<file path="config.mk">
export PLATFORM = sky130hd
export DESIGN_NAME = ssd_reader_flat
export DESIGN_NICKNAME = d
export VERILOG_FILES = /design/src/rtl/ssd_reader_if.sv /design/src/rtl/ssd_reader.sv /design/src/flat_wrapper.sv
export SDC_FILE = /design/constraint.sdc
export NUM_CORES = 1
export LEC_CHECK = 0
export ABC_AREA = 1
export BUFFER_PORTS_ARGS = -buffer_cell sky130_fd_sc_hd__buf_2
export CAP_MARGIN = 15
export CORE_UTILIZATION = 41
export CTS_BUF_LIST = sky130_fd_sc_hd__clkbuf_16
export DETAILED_ROUTE_END_ITERATION = 7
export PLACE_DENSITY = 0.71
export SLEW_MARGIN = 20
export SYNTH_ARGS = -nofsm -noshare
export SYNTH_HDL_FRONTEND = slang
export SYNTH_SLANG_ARGS = --single-unit
</file>
<file path="constraint.sdc">
create_clock -name clk -period 2 [get_ports clk]
set_input_delay 0.2 -clock clk [delete_from_list [all_inputs] [get_ports clk]]
set_output_delay 0.2 -clock clk [all_outputs]
set_load 0.05 [all_outputs]
</file>
<file path="src/rtl/ssd_reader_if.sv">
// ssd_reader_if
//   Capture-record stream produced by ssd_reader.
//   master (producer, ssd_reader):
//     out_valid  out  1  a capture record is held and offered
//     out_ready  in   1  consumer takes the record when out_valid && out_ready
//     out_idx    out  3  digit position the record belongs to
//     out_val    out  4  decoded hex value (0 for a blank record)
//     out_blank  out  1  record came from the all-segments-off pattern
//   slave (consumer): same signals, opposite directions.
interface ssd_reader_if;
  logic       out_valid;
  logic       out_ready;
  logic [2:0] out_idx;
  logic [3:0] out_val;
  logic       out_blank;

  modport master (
    output out_valid,
    output out_idx,
    output out_val,
    output out_blank,
    input  out_ready
  );

  modport slave (
    input  out_valid,
    input  out_idx,
    input  out_val,
    input  out_blank,
    output out_ready
  );
endinterface

</file>
<file path="src/rtl/ssd_reader.sv">
// ssd_reader
//   Watches a multiplexed, active-low seven-segment bus and recovers the hex
//   digit shown on each position. A (digit select, segment) pair has to be
//   seen unchanged for STABLE_CYCLES samples before it is believed, so scan
//   transitions and ghosting never produce a capture. Each qualified pair is
//   committed once; it is re-captured only after the bus changes and settles
//   again.
// Ports
//   clk          in   1             rising-edge clock
//   reset        in   1             synchronous, active-high
//   seg_n        in   7             segments, active-low, bit0=a .. bit6=g
//   an_n         in   NUM_DIGITS    digit selects, active-low
//   digits       out  4*NUM_DIGITS  last legal value per digit, digit i at [4i+3:4i]
//   digit_valid  out  NUM_DIGITS    digits[i] holds a legal decode
//   rec          master            capture-record stream (valid/ready)
//   overrun      out  1             sticky: a record was dropped because the
//                                   holding register was full
//   err_cnt      out  ERR_W         saturating count of illegal-pattern captures
module ssd_reader #(
  parameter int NUM_DIGITS    = 2,
  parameter int STABLE_CYCLES = 4,
  parameter int ERR_W         = 8
) (
  input  logic                    clk,
  input  logic                    reset,
  input  logic [6:0]              seg_n,
  input  logic [NUM_DIGITS-1:0]   an_n,
  output logic [4*NUM_DIGITS-1:0] digits,
  output logic [NUM_DIGITS-1:0]   digit_valid,
  ssd_reader_if.master            rec,
  output logic                    overrun,
  output logic [ERR_W-1:0]        err_cnt
);

  localparam int CNT_W = (STABLE_CYCLES > 1) ? $clog2(STABLE_CYCLES + 1) : 1;
  localparam logic [CNT_W-1:0]      CNT_ONE  = CNT_W'(1);
  localparam logic [CNT_W-1:0]      CNT_ZERO = CNT_W'(0);
  localparam logic [CNT_W-1:0]      STABLE_C = CNT_W'(STABLE_CYCLES);
  localparam logic [NUM_DIGITS-1:0] AN_OFF   = {NUM_DIGITS{1'b1}};
  localparam logic [6:0]            SEG_OFF  = 7'h7F;
  localparam logic [ERR_W-1:0]      ERR_MAX  = {ERR_W{1'b1}};

  typedef enum logic [1:0] {
    IDLE    = 2'd0,
    TRACK   = 2'd1,
    CAPTURE = 2'd2,
    HOLD    = 2'd3
  } state_t;

  // Segment pattern (g..a, active-low) to {legal, value}. Blank is handled
  // separately because it is a valid record but not a value.
  function automatic logic [4:0] seg_decode(input logic [6:0] s);
    logic [4:0] r;
    case (s)
      7'h40:   r = {1'b1, 4'h0};
      7'h79:   r = {1'b1, 4'h1};
      7'h24:   r = {1'b1, 4'h2};
      7'h30:   r = {1'b1, 4'h3};
      7'h19:   r = {1'b1, 4'h4};
      7'h12:   r = {1'b1, 4'h5};
      7'h02:   r = {1'b1, 4'h6};
      7'h78:   r = {1'b1, 4'h7};
      7'h00:   r = {1'b1, 4'h8};
      7'h10:   r = {1'b1, 4'h9};
      7'h08:   r = {1'b1, 4'hA};
      7'h03:   r = {1'b1, 4'hB};
      7'h46:   r = {1'b1, 4'hC};
      7'h21:   r = {1'b1, 4'hD};
      7'h06:   r = {1'b1, 4'hE};
      7'h0E:   r = {1'b1, 4'hF};
      default: r = {1'b0, 4'h0};
    endcase
    return r;
  endfunction

  // True when exactly one select line is driven low.
  function automatic logic one_low(input logic [NUM_DIGITS-1:0] a);
    int n;
    n = 0;
    for (int i = 0; i < NUM_DIGITS; i++) begin
      if (!a[i]) begin
        n = n + 1;
      end else begin
        n = n;
      end
    end
    return (n == 1);
  endfunction

  // Position of the low select line; only meaningful when one_low() holds.
  function automatic logic [2:0] low_idx(input logic [NUM_DIGITS-1:0] a);
    logic [2:0] idx;
    idx = 3'd0;
    for (int i = 0; i < NUM_DIGITS; i++) begin
      if (!a[i]) begin
        idx = 3'(i);
      end else begin
        idx = idx;
      end
    end
    return idx;
  endfunction

  // Input sample stage and tracking state
  logic [6:0]            s_seg_r;
  logic [NUM_DIGITS-1:0] s_an_r;
  logic [6:0]            prev_seg_r;
  logic [NUM_DIGITS-1:0] prev_an_r;
  state_t                state_r;
  logic [CNT_W-1:0]      cnt_r;

  // Output registers
  logic [4*NUM_DIGITS-1:0] digits_r;
  logic [NUM_DIGITS-1:0]   digit_valid_r;
  logic [ERR_W-1:0]        err_cnt_r;
  logic                    overrun_r;
  logic                    rec_valid_r;
  logic [2:0]              rec_idx_r;
  logic [3:0]              rec_val_r;
  logic                    rec_blank_r;

  // Combinational helpers
  logic       onehot_s;
  logic       same_s;
  state_t     restart_state_s;
  logic [4:0] dec_s;
  logic       cap_legal_s;
  logic       cap_blank_s;
  logic [2:0] cap_idx_s;
  logic       commit_s;
  logic       push_s;
  logic       accept_s;
  logic       load_s;

  // Pair comparison, decode of the qualified pair and record handshake terms.
  always_comb begin
    onehot_s        = one_low(s_an_r);
    same_s          = (s_seg_r == prev_seg_r) && (s_an_r == prev_an_r);
    // A changed pair either starts a new qualification run or, if no single
    // digit is selected, drops back to waiting.
    if (!onehot_s) begin
      restart_state_s = IDLE;
    end else if (STABLE_CYCLES == 1) begin
      restart_state_s = CAPTURE;
    end else begin
      restart_state_s = TRACK;
    end
    dec_s       = seg_decode(prev_seg_r);
    cap_legal_s = dec_s[4];
    cap_blank_s = (prev_seg_r == SEG_OFF);
    cap_idx_s   = low_idx(prev_an_r);
    commit_s    = (state_r == CAPTURE);
    push_s      = commit_s && (cap_legal_s || cap_blank_s);
    accept_s    = rec_valid_r && rec.out_ready;
    // The holding register can take a new record when empty or when its
    // current record leaves in this same cycle.
    load_s      = push_s && (!rec_valid_r || accept_s);
  end

  // Input sampling and the qualification state machine.
  always_ff @(posedge clk) begin
    if (reset) begin
      s_seg_r    <= SEG_OFF;
      s_an_r     <= AN_OFF;
      prev_seg_r <= SEG_OFF;
      prev_an_r  <= AN_OFF;
      cnt_r      <= CNT_ZERO;
      state_r    <= IDLE;
    end else begin
      s_seg_r <= seg_n;
      s_an_r  <= an_n;
      case (state_r)
        IDLE: begin
          if (onehot_s) begin
            prev_seg_r <= s_seg_r;
            prev_an_r  <= s_an_r;
            cnt_r      <= CNT_ONE;
            state_r    <= restart_state_s;
          end else begin
            state_r <= IDLE;
          end
        end
        TRACK: begin
          if (same_s) begin
            if ((cnt_r + CNT_ONE) == STABLE_C) begin
              cnt_r   <= STABLE_C;
              state_r <= CAPTURE;
            end else begin
              cnt_r   <= cnt_r + CNT_ONE;
              state_r <= TRACK;
            end
          end else begin
            prev_seg_r <= s_seg_r;
            prev_an_r  <= s_an_r;
            cnt_r      <= CNT_ONE;
            state_r    <= restart_state_s;
          end
        end
        // The commit itself happens in the output block this cycle. A change
        // that arrives while committing is not lost: it restarts tracking.
        CAPTURE, HOLD: begin
          if (same_s) begin
            state_r <= HOLD;
          end else begin
            prev_seg_r <= s_seg_r;
            prev_an_r  <= s_an_r;
            cnt_r      <= CNT_ONE;
            state_r    <= restart_state_s;
          end
        end
        default: begin
          cnt_r   <= CNT_ZERO;
          state_r <= IDLE;
        end
      endcase
    end
  end

  // Commit of a qualified pair into the per-digit view and the record stream.
  always_ff @(posedge clk) begin
    if (reset) begin
      digits_r      <= {(4*NUM_DIGITS){1'b0}};
      digit_valid_r <= {NUM_DIGITS{1'b0}};
      err_cnt_r     <= {ERR_W{1'b0}};
      overrun_r     <= 1'b0;
      rec_valid_r   <= 1'b0;
      rec_idx_r     <= 3'd0;
      rec_val_r     <= 4'h0;
      rec_blank_r   <= 1'b0;
    end else begin
      if (commit_s) begin
        for (int i = 0; i < NUM_DIGITS; i++) begin
          if (3'(i) == cap_idx_s) begin
            // Blank and illegal patterns leave the last value in place but
            // mark it as no longer being shown.
            if (cap_legal_s) begin
              digits_r[4*i +: 4] <= dec_s[3:0];
              digit_valid_r[i]   <= 1'b1;
            end else begin
              digit_valid_r[i]   <= 1'b0;
            end
          end
        end
        if (!cap_legal_s && !cap_blank_s && (err_cnt_r != ERR_MAX)) begin
          err_cnt_r <= err_cnt_r + ERR_W'(1);
        end
      end

      if (load_s) begin
        rec_valid_r <= 1'b1;
        rec_idx_r   <= cap_idx_s;
        rec_val_r   <= cap_legal_s ? dec_s[3:0] : 4'h0;
        rec_blank_r <= cap_blank_s;
      end else if (push_s) begin
        // Full and not draining: keep the held record, flag the loss.
        overrun_r <= 1'b1;
      end else if (accept_s) begin
        rec_valid_r <= 1'b0;
      end
    end
  end

  assign digits        = digits_r;
  assign digit_valid   = digit_valid_r;
  assign err_cnt       = err_cnt_r;
  assign overrun       = overrun_r;
  assign rec.out_valid = rec_valid_r;
  assign rec.out_idx   = rec_idx_r;
  assign rec.out_val   = rec_val_r;
  assign rec.out_blank = rec_blank_r;

endmodule

</file>
<file path="src/flat_wrapper.sv">
// flat-port wrapper written by rule: the top's interface ports become plain ports
module ssd_reader_flat 
#(
  parameter int NUM_DIGITS    = 2,
  parameter int STABLE_CYCLES = 4,
  parameter int ERR_W         = 8
)
  (clk, reset, seg_n, an_n, digits, digit_valid, overrun, err_cnt, rec_out_valid, rec_out_idx, rec_out_val, rec_out_blank, rec_out_ready);
  ssd_reader_if rec_i ();
  input  logic clk;
  input  logic reset;
  input  logic [6:0] seg_n;
  input  logic [NUM_DIGITS-1:0] an_n;
  output logic [4*NUM_DIGITS-1:0] digits;
  output logic [NUM_DIGITS-1:0] digit_valid;
  output logic overrun;
  output logic [ERR_W-1:0] err_cnt;
  output wire logic [$bits(rec_i.out_valid)-1:0] rec_out_valid;
  output wire logic [$bits(rec_i.out_idx)-1:0] rec_out_idx;
  output wire logic [$bits(rec_i.out_val)-1:0] rec_out_val;
  output wire logic [$bits(rec_i.out_blank)-1:0] rec_out_blank;
  input wire logic [$bits(rec_i.out_ready)-1:0] rec_out_ready;
  assign rec_out_valid = rec_i.out_valid;
  assign rec_out_idx = rec_i.out_idx;
  assign rec_out_val = rec_i.out_val;
  assign rec_out_blank = rec_i.out_blank;
  assign rec_i.out_ready = rec_out_ready;
  ssd_reader #(.NUM_DIGITS(NUM_DIGITS), .STABLE_CYCLES(STABLE_CYCLES), .ERR_W(ERR_W)) u_core (.clk(clk), .reset(reset), .seg_n(seg_n), .an_n(an_n), .digits(digits), .digit_valid(digit_valid), .rec(rec_i), .overrun(overrun), .err_cnt(err_cnt));
endmodule
</file>
* Word level (Yosys, flattened, before mapping)
Index checks and enable logic that the tools add are counted.
Word-level totals: output and inout port bits 28, word-level logic and storage cells 101, register bits 51, input bits 12
Cells by class: muxes and demuxes 26, reduce and logical (&&, ||, !) cells 26, bitwise logic cells 1, add/subtract/negate cells 3, eq/ne operators 29
Operator list (count):
- case mux 5 bit (16 select lines) | 1
- == test 7 bit, second input constant | 5
- == test 32 x 2 -> 1 bit, second input constant | 1
- 2-to-1 mux 32 bit | 1
- == test 7 x 5 -> 1 bit, second input constant | 3
- == test 7 x 6 -> 1 bit, second input constant | 3
- == test 7 x 2 -> 1 bit, second input constant | 2
- == test 7 x 4 -> 1 bit, second input constant | 2
- 2-to-1 mux 7 bit | 2
- case mux 7 bit (2 select lines) | 1
- AND reduction 2 bit | 7
- 2-to-1 mux 3 bit | 4
- 2-to-1 mux 2 bit | 5
- case mux 3 bit (3 select lines) | 1
- adder 8 x 1 -> 8 bit, second input constant | 1
- 2-to-1 mux 1 bit | 8
- != test 8 bit, second input constant | 1
- == test 7 x 3 -> 1 bit, second input constant | 1
- == test 7 bit | 1
- zero test 7 bit | 1
- logical AND 1 bit | 6
- != test 2 bit, second input constant | 3
- case mux 2 bit (3 select lines) | 1
- AND reduction 3 bit | 2
- 18 further kinds | 22

* Depth between registers and ports, before layout
word-level depth 7, mapped depth 13, depth with buffers taken out 12

* Worst setup path before layout
OpenSTA, ideal clock, no wires.
path type register -> register, from register u_core.err_cnt_r[0] (netlist: u_core.err_cnt[0]), to register u_core.err_cnt_r[6] (netlist: u_core.err_cnt[6]), clock period less this slack 1.862 ns, required time 1.930 ns, data arrival time 1.791 ns, path buffers 0, setup time 0.070 ns, stages on the path, launching flop included 8, slack 0.138 ns, path through dfxtp_1 > ha_1 > nand3_1 > nor2_1 > a31oi_4 > nand3_4 > nand2_1 > a21oi_1
On the way: longest elaborated chain between the ends 3, elaborated cells between the ends (all ways) 4, classes of those cells add/sub: 1; eq/ne: 1; reduce/logical: 2
RTL lines:
- start: declaration | RTL line ssd_reader.sv:115 | logic [ERR_W-1:0] err_cnt_r;
- start signal: assignment | RTL line ssd_reader.sv:224 | err_cnt_r <= {ERR_W{1'b0}};
- start signal: assignment | RTL line ssd_reader.sv:245 | err_cnt_r <= err_cnt_r + ERR_W'(1);
- branches (longest 3 deep; another with adder 8 x 1 -> 8 bit)
Parallel ways; which one is timed is not known. A chain may end at the register's enable or synchronous reset.

* Worst setup path in the final report
from register u_core.prev_seg_r[0], to register u_core.digits_r[7] (netlist: u_core.digits[7])
On the way: longest elaborated chain between the ends 3, elaborated cells between the ends (all ways) 18, classes of those cells eq/ne: 15; mux: 1; reduce/logical: 2
RTL lines:
- start: declaration | RTL line ssd_reader.sv:107 | logic [6:0] prev_seg_r;
- start signal: assignment | RTL line ssd_reader.sv:175 | prev_seg_r <= s_seg_r;
- start signal: assignment | RTL line ssd_reader.sv:193 | prev_seg_r <= s_seg_r;
- start signal: assignment | RTL line ssd_reader.sv:205 | prev_seg_r <= s_seg_r;
- == test 7 x 4 -> 1 bit (tied with other cells) | RTL line ssd_reader.sv:54 | case (s)
- case mux 5 bit (16 select lines) * | RTL line ssd_reader.sv:54
- AND reduction 3 bit (no line)
- end signal: assignment | RTL line ssd_reader.sv:222 | digits_r <= {(4*NUM_DIGITS){1'b0}};
- end signal: indexed assignment | RTL line ssd_reader.sv:237 | digits_r[4*i +: 4] <= dec_s[3:0];
- end: declaration | RTL line ssd_reader.sv:113 | logic [4*NUM_DIGITS-1:0] digits_r;
Mark *: on every way between the ends. The rest lies on a longest branch, timed or not.

==> metrics.md <==
| Metric | Value |
|---|---|
| Ys flop type | `dfxtp_1` |
| Final Critical Period | `about 1.8 ns` |
| Row cnt | `29` |
| Hold Path Class | `in -> reg` |
| Asr flop ratio synth | `0` |
| Vias in the first global route | `roughly 2400` |
| RePlAce Congestion | `a little under 0.9` |
| Total track usage | `0.175` |
| Post-CTS setup buffers | `0` |
| Ranking of synthesized cells by area | `dfxtp_1, nand2_1, nor2_1` |
| Area occupied by multi-input gates | `1580 sq um` |
| Worst-Skew Late Latency | `roughly 0.29 ns` |
| MaxCap Viol Count | `0` |
| Post-synthesis adder-cell area fraction | `0.0133` |
| Die area | `slightly above 7000 sq um` |
| CP max FO | `8` |
| Startpoint types | `flop` |
| Final Hold Fails | `0` |
| Post-route ant nets | `0` |
| PD cells | `just over 700 nW/um^2` |
| Initial DRT Pass Iterations | `6` |
| Core Box Area | `6490 sq um` |
| Vias per cell | `4.86` |
| Area growth syn-to-layout | `14.5%` |
| Setup tns final | `0 ns` |
| Synth Area per Inst | `7.31 sq um` |
| Final Cycle Share | `0.925` |
| Hold Buf Count CTS | `0` |
| Worst setup path class | `reg -> reg` |
| Largest family of logic cells by synthesized area | `simple AND/OR/NAND/NOR gates` |
| Critical Path Sink Type | `flop` |
| Max IR drop VDD | `0.381 mV` |
| Routed vias | `2429` |
| CTS tree | `yes` |
| CTS sink count | `49` |
| Post-synth top cells | `nand2_1, dfxtp_1, nor2_1` |
| RSZ-0062 raised after global routing | `false` |
| # DRC | `4` |
| Number of flops mapped to enable cells by yosys | `0` |
| Post-synthesis cell type with the largest combined area | `dfxtp_1` |
| Nets | `437` |
| Initial antenna violation count | `0` |
| Die width | `84.8 um` |
| DRC marker count from the first detailed-route iteration | `149` |
| Worst Path Arrival | `2.03 ns` |
| Area share of the leading cell type in the synthesized netlist | `0.349` |
| Post-synthesis mux area share | `0` |
| Mapped Area | `2810 sq um` |
| Root buffer cell | `clkbuf_16` |
| Setup Skew | `roughly 0.0044 ns` |
| Top-count cell post-synth | `nand2_1` |
| TritonCTS Buffers | `5` |
| Sequential cell area | `982 sq um` |
| Post-DP HPWL | `4280 um` |
| I/O Pins | `40` |
| Hold WS | `~0.086 ns` |
| Library cells used by synthesis | `34` |
| Grt ovf | `0` |
| Non-Filler Instances | `500` |
| Post-synthesis compound-gate area fraction | `0.0658` |
| CTS H-tree lvls | `2` |
| Endpoints failing setup | `0` |
| Outcome | `complete, but fails checks` |
| Largest net degree at the start of global routing | `26` |
| Slew Viols, Final | `0` |
| Clock Pin Slew Worst Setup and Hold Paths | `0.07 ns` |
| Port bufs | `37` |
| Seq cells post-synth | `49` |
| Xor and xnor area share after synthesis | `0.0373` |
| Initial Util | `0.433` |
| Mapped Cells | `385` |
| CTS resizes | `0` |
| DP Cell Count | `492` |
| P_leak | `0.00164 uW` |
| WL per Instance | `11.3 um` |
| Post-place instance area | `3050 sq um` |
| Worst endpoint required time | `2.18 ns` |
| First-pass GRT wire length | `10200 um` |
| Post-Route WL | `5660 um` |
| Share of cells above drive strength 1 | `0.303` |
| Seq/Total Area, Yosys | `0.349` |
| Final Cell Area | `approximately 3200 sq um` |
| Antenna diode instance count | `0` |
| Filler instances | `around 630` |
| Chip Height | `around 85 um` |
| CTS max path bufs | `2` |
| Synth Area in Simple Gates | `0.442` |
| Peak Freq | `541 MHz` |
| Ys Warns | `0` |
| Violated checks | `DRC` |
==> layout make-up <==
class	instances	share of cell area
Multi-Input combinational cell	275	0.490
Inverter	52	0.0613
Sequential cell	49	0.305
Clock inverter	3	0.0136
Tap cell	77	0.0299
Timing Repair Buffer	39	0.0621
Clock buffer	5	0.0388
==> path summary, 6_finish.rpt <==
path / slack, ns / end / depth (start not counted) / start
max: 0.15 / u_core.digits[7] / 11 / u_core.prev_seg_r[0]
min: 0.09 / u_core.s_seg_r[4] / 2 / seg_n[4]
max reg2reg: 0.15 / u_core.digits[7] / 11 / u_core.prev_seg_r[0]
min reg2reg: 0.46 / u_core.overrun / 2 / u_core.overrun
==> worst max-delay path: stages, from the launching register on <==
cell and delay (ns):
dfxtp_1 0.61, inv_2 0.06, nor2_1 0.18, nand2_2 0.11
nor2_1 0.10, nor2_1 0.06, nand2_2 0.09, nor2_4 0.05
nand2_4 0.09, nand2_4 0.08, o21ai_0 0.24, nor2_1 0.07
==> cells by family (layout without fill, tap and decap cells) <==
kind of cell | after synthesis | after routing
compound gates | 30 | 30
xor+xnor | 12 | 12
fa+ha+maj | 3 | 3
buf+inv | 62 | 99
flops | 49 | 49
other cells | 1 | 2
simple gates | 228 | 228
==> flip-flops by register name, indices dropped and copies added, names as in the netlist <==
register	cells
u_core.prev_seg_r	7
u_core.prev_an_r	2
u_core.cnt_r	3
u_core.digit_valid	2
u_core.rec.out_valid	1
u_core.rec.out_val	4
u_core.err_cnt	8
u_core.digits	8
u_core.rec.out_blank	1
u_core.s_an_r	2
u_core.s_seg_r	7
u_core.overrun	1
u_core.rec.out_idx	1
u_core.state_r	2
==> layer usage <==
metal,global-route usage,part of all wire,wire length (um)
met1,0.213,0.47,2660
met2,0.298,0.47,2680
met3,0.0428,0.041,234
met4,0.0709,0.016,89
met5,0,0,0
==> cells in the final DEF, fill, tap and decap left out, types with 2 or more instances in the layout <==
master	instances
buf_2	37
xnor2_1	8
nand2_2	13
nor2_8	3
nand4_1	17
nand3_4	3
a21oi_1	20
clkbuf_16	5
inv_2	16
xor2_1	4
inv_1	35
ha_1	3
nand3_2	4
nand2_4	8
nor2_2	12
o21ai_0	5
buf_4	2
dfxtp_1	48
nor3_1	3
or2_2	9
conb_1	2
nand2_1	79
nor2_4	5
o21ai_2	2
nand3_1	23
nor2_1	46
==> power by group <==
part / internal [uW] / switching, uW / leakage (uW)
clock network: 593 / 381 / 0.0000842
logic: 102 / 196 / 0.00116
registers: 1010 / 62.3 / 0.000400
==> through the flow <==
step | utilization | worst slack [ns] | total power (uW)
detailed placement | 0.470 | 0.185 | 1390
floorplan | - | 0.138 | 1340
global placement | 0.470 | 0.161 | 1390
finish | 0.496 | 0.151 | 2350
global route | 0.496 | 0.0557 | 2450
CTS | 0.496 | 0.177 | 2360
Note: power is estimated with default switching activity, not from simulation.
